### src/rtl/count_stepper.sv
// Command-side driver for an up/down counter: accepts a target count and steps
// the counter there by the shortest modulo-2^WIDTH path using one-cycle pulses.
module count_stepper #(
  parameter int WIDTH    = 4,
  parameter int STEP_GAP = 1
) (
  input  logic             clk,
  input  logic             reset,
  input  logic             target_valid,
  input  logic [WIDTH-1:0] target,
  output logic             target_ready,
  output logic             increment,
  output logic             decrement,
  output logic             busy,
  output logic             done,
  output logic [WIDTH-1:0] position
);

  localparam int GAP_W = (STEP_GAP > 1) ? $clog2(STEP_GAP) : 1;
  localparam logic [GAP_W-1:0] GAP_LOAD = GAP_W'((STEP_GAP > 0) ? STEP_GAP - 1 : 0);

  typedef enum logic [1:0] {
    S_IDLE,
    S_STEP,
    S_GAP,
    S_DONE
  } state_e;

  state_e           state_q, state_d;
  logic [WIDTH-1:0] target_q, target_d;
  logic [WIDTH-1:0] position_q, position_d;
  logic [GAP_W-1:0] gap_q, gap_d;
  logic             dir_up_q, dir_up_d;
  logic             ready_q, ready_d;
  logic             inc_q, inc_d;
  logic             dec_q, dec_d;
  logic             busy_q, busy_d;
  logic             done_q, done_d;

  logic [WIDTH-1:0] up_dist, dn_dist;

  assign up_dist = target - position_q;
  assign dn_dist = position_q - target;

  // NOTE: every signal gets a default before the case so no path leaves it
  // unassigned; otherwise synthesis infers a latch to hold the old value.
  always_comb begin
    state_d    = state_q;
    target_d   = target_q;
    position_d = position_q;
    gap_d      = gap_q;
    dir_up_d   = dir_up_q;

    case (state_q)
      S_IDLE: begin
        if (target_valid) begin
          target_d = target;
          dir_up_d = (up_dist <= dn_dist);
          state_d  = (target == position_q) ? S_DONE : S_STEP;
        end
      end
      S_STEP: begin
        position_d = dir_up_q ? position_q + WIDTH'(1) : position_q - WIDTH'(1);
        if (position_d == target_q) begin
          state_d = S_DONE;
        end else if (STEP_GAP > 0) begin
          state_d = S_GAP;
          gap_d   = GAP_LOAD;
        end else begin
          state_d = S_STEP;
        end
      end
      S_GAP: begin
        if (gap_q == '0) begin
          state_d = S_STEP;
        end else begin
          gap_d = gap_q - GAP_W'(1);
        end
      end
      S_DONE: begin
        state_d = S_IDLE;
      end
      default: begin
        state_d = S_IDLE;
      end
    endcase

    // Outputs are registered copies of what the next state implies, so they
    // line up with the state they describe without any combinational path out.
    ready_d = (state_d == S_IDLE);
    inc_d   = (state_d == S_STEP) &&  dir_up_d;
    dec_d   = (state_d == S_STEP) && !dir_up_d;
    busy_d  = (state_d != S_IDLE);
    done_d  = (state_d == S_DONE);
  end

  // NOTE: sequential state uses non-blocking assignments so every flop samples
  // the pre-edge values regardless of statement order.
  always_ff @(posedge clk) begin
    if (reset) begin
      state_q    <= S_IDLE;
      target_q   <= '0;
      position_q <= '0;
      gap_q      <= '0;
      dir_up_q   <= 1'b1;
      ready_q    <= 1'b1;
      inc_q      <= 1'b0;
      dec_q      <= 1'b0;
      busy_q     <= 1'b0;
      done_q     <= 1'b0;
    end else begin
      state_q    <= state_d;
      target_q   <= target_d;
      position_q <= position_d;
      gap_q      <= gap_d;
      dir_up_q   <= dir_up_d;
      ready_q    <= ready_d;
      inc_q      <= inc_d;
      dec_q      <= dec_d;
      busy_q     <= busy_d;
      done_q     <= done_d;
    end
  end

  assign target_ready = ready_q;
  assign increment    = inc_q;
  assign decrement    = dec_q;
  assign busy         = busy_q;
  assign done         = done_q;
  assign position     = position_q;

endmodule

### config.mk
export PLATFORM = sky130hd
export DESIGN_NAME = count_stepper
export DESIGN_NICKNAME = d
export VERILOG_FILES = /design/src/rtl/count_stepper.sv
export SDC_FILE = /design/constraint.sdc
export NUM_CORES = 1
export LEC_CHECK = 0
export ABC_AREA = 1
export BUFFER_PORTS_ARGS = -buffer_cell sky130_fd_sc_hd__buf_2
export CORE_UTILIZATION = 25
export CTS_CLUSTER_DIAMETER = 80
export DETAILED_ROUTE_END_ITERATION = 16
export GPL_ROUTABILITY_DRIVEN = 0
export PLACE_DENSITY = 0.46
export SLEW_MARGIN = 30
export SYNTH_ARGS = -nofsm -noshare
export SYNTH_HDL_FRONTEND = slang
export SYNTH_SLANG_ARGS = --single-unit
### constraint.sdc
create_clock -name clk -period 2.4 [get_ports clk]
set_input_delay 0.6 -clock clk [delete_from_list [all_inputs] [get_ports clk]]
set_output_delay 0.6 -clock clk [all_outputs]
set_load 0.05 [all_outputs]
==> results.json <==
{
  "maxCapViolCount": 0,
  "yosys.area.top_type_share_pct": 30.9,
  "post-route-util_pct": 33.4,
  "clock_latency_ps": 250,
  "r2r_end": "increment$_SDFF_PP0_",
  "synthArstFlopShare_pct": 0,
  "critPathTopFamily": "compound AO/OA/AOI/OAI gates",
  "area_growth_pct": 29.0,
  "synth-edff-count": 0,
  "grt_usage_pct": 12.4,
  "setup_viol": 0,
  "synth_area_leaders": "dfxtp_1 31%, ha_1 12%, nand2_1 9.8%",
  "endpoint": "increment$_SDFF_PP0_",
  "finalHoldViolations": 0,
  "avgSynthCellArea_sq_um": 7.46,
  "worst_slew_pin_slew_ps": 347,
  "ys.flop_type": "dfxtp_1",
  "io_buffers": 15,
  "root_buffer": "clkbuf_8",
  "crit_buf_inv": 3,
  "numClockSinks": 16,
  "slew_headroom_pct": 76.8,
  "cts_buffers": 3,
  "synth_area_leader_cell": "dfxtp_1",
  "vias_per_cell": 4.36,
  "die_area_sq_um": 4410,
  "first_pass_iters": 4,
  "clk_pin_slew_ps": 60,
  "antenna_found_initial": 0,
  "synth_cell_types": 22,
  "pwr_density_cell_nw_per_um2": 760,
  "syn_area_sq_um": 1040,
  "syn_nets": 159,
  "rows": 23,
  "diodes": 0,
  "drive_gt1_share_pct": 35.2,
  "cts_setup_buffers": 0,
  "period_minus_slack_ps": 2230,
  "cts.htree.levels": 1,
  "ys_warn_count": 0,
  "ctsLongestPathBuffers": 2,
  "worst_hold_slack_ps": 472,
  "hold_buffers": 0,
  "fin_worst_skew_ps": 4.40,
  "critPathMaxFanout": 4,
  "status": "finished clean",
  "grt_pass1_vias": 932,
  "io_pins": 16,
  "vias": 937,
  "grt_pass1_wl_mm": 4.11,
  "r2r_cells": 13,
  "path_cells": "buf_2 -> inv_2 -> ha_4 -> nand2_2 -> inv_2 -> a221oi_2 -> xor2_1 -> ha_1 -> a21oi_2 -> o21ai_1 -> nand2_1 -> o21ai_1 -> or2_1 -> nor2_1",
  "drt_wl_total_mm": 2.38,
  "fin_nets": 186,
  "die_y_microns": 66.4,
  "synthCells": 139,
  "yosysSeqAreaShare_pct": 30.9,
  "cpPeakStageDelay_ps": 280,
  "hold_class": "flop to flop",
  "p_leak_nw": 0.671,
  "yosys.cell_count.top_type": "nand2_1",
  "worstSetupEndpointType": "flop",
  "ir_drop_v": 0.000383,
  "drtIter0Drc": 19,
  "cts_tree": "built",
  "drv_slew": 0,
  "wl_per_cell_microns": 11.1,
  "ant_nets": 0,
  "ys_top_cells_by_count": "27 x nand2_1, 23 x inv_1, 16 x dfxtp_1",
  "cp_num_cells": 14,
  "required_ps": 2590,
  "crit_slowest_cell": "ha_1",
  "critPathKind": "primary input to flop",
  "start_util_pct": 25.9,
  "crit_start": "target[2]",
  "synth-seq-cells": 16,
  "dp_hpwl_mm": 1.90,
  "drc": 0,
  "overflow": 0,
  "cp-start-kind": "primary input",
  "coreArea_sq_um": 4000,
  "die_w_microns": 66.4,
  "fin_crit_sh_pct": 93.0,
  "crit_arrival_ps": 2420,
  "worst_r2r_startpoint": "position[1]$_SDFFE_PP0P_",
  "fmaxAchievable_mhz": 448,
  "grt_max_degree": 12,
  "r2r_setup_slack_ps": 190,
  "cts_resized": 0
}
report_power, final:
group | total [mW] | leakage [nW] | internal, mW | switching (mW)
Combinational | 0.444 | 0.509 | 0.171 | 0.273
Sequential | 0.331 | 0.133 | 0.299 | 0.0325
Clock | 0.242 | 0.0288 | 0.145 | 0.0965
Total | 1.02 | 0.671 | 0.615 | 0.402
registers in the layout (all words and copies together) (netlist names):
signal	flops
increment	1
decrement	1
target_q	4
busy	1
done	1
dir_up_q	1
position	4
target_ready	1
state_q	2
metrics by stage:
stage | area, sq um | worst slack (ps) | setup TNS [ps] | total power [mW] | instances
2_1_floorplan | 1060 | 27.3 | 0 | 0.647 | 139
3_3_place_gp | 1250 | -228 | -452 | 0.746 | 211
3_5_place_dp | 1250 | -226 | -388 | 0.752 | 211
4_1_cts | 1310 | 24.7 | 0 | 0.996 | 215
5_1_grt | 1340 | -26.2 | -26.2 | 1.10 | 215
6_report | 1340 | 167 | 0 | 1.02 | 215
logic make-up (layout without fill, tap and decap cells):
group	count (synthesis)	in the layout	share of synthesized area (%)
buffers and inverters	28	54	10.3
adders and majority gates	13	13	17.9
AOI/OAI and AO/OA	22	22	11.5
and+or+nand+nor	55	55	25.3
xor gates and xnor gates	5	5	4.22
DFF	16	16	30.9
routing by layer:
metal	track usage (%)	share of wire (%)
met1	14.7	44
met2	22.2	50
met3	3.10	5.0
met4	2.66	0.42
met5	0	0
final cells by class:
type	count	area, sq um
Clock buffer	4	55.1
Sequential cell	16	324
Fill cell	424	2660
Multi-Input combinational cell	95	659
Tap cell	50	62.6
Inverter	27	101
Timing Repair Buffer	23	135
tightest hold or removal path, cell delays in order, from the launching register on:
cell     delay (ps)
dfxtp_1         310
inv_1            60
a21oi_1          50
worst min-delay path by stage:
stage	cells after the start	slack (ps)	to	start
floorplan	2	440	target_q[2]$_SDFFE_PP0P_	target_q[2]$_SDFFE_PP0P_
global placement	2	460	target_q[2]$_SDFFE_PP0P_	target_q[2]$_SDFFE_PP0P_
detailed placement	2	460	target_q[2]$_SDFFE_PP0P_	target_q[2]$_SDFFE_PP0P_
CTS	2	470	target_q[2]$_SDFFE_PP0P_	target_q[2]$_SDFFE_PP0P_
global route	2	510	target_q[2]$_SDFFE_PP0P_	target_q[2]$_SDFFE_PP0P_
finish	2	470	target_q[2]$_SDFFE_PP0P_	target_q[2]$_SDFFE_PP0P_
layout by cell type, fill, tap and decap left out, drive strengths merged, types with 2 or more instances in the layout:
master  instances
nand2          32
inv            27
buf            23
dfxtp          16
nor2           11
o21ai          10
ha             10
a21oi           9
nand3           9
clkbuf          4
xnor2           3
fa              3
xor2            2
or2             2
No activity file was read; power rests on OpenSTA's default activity.
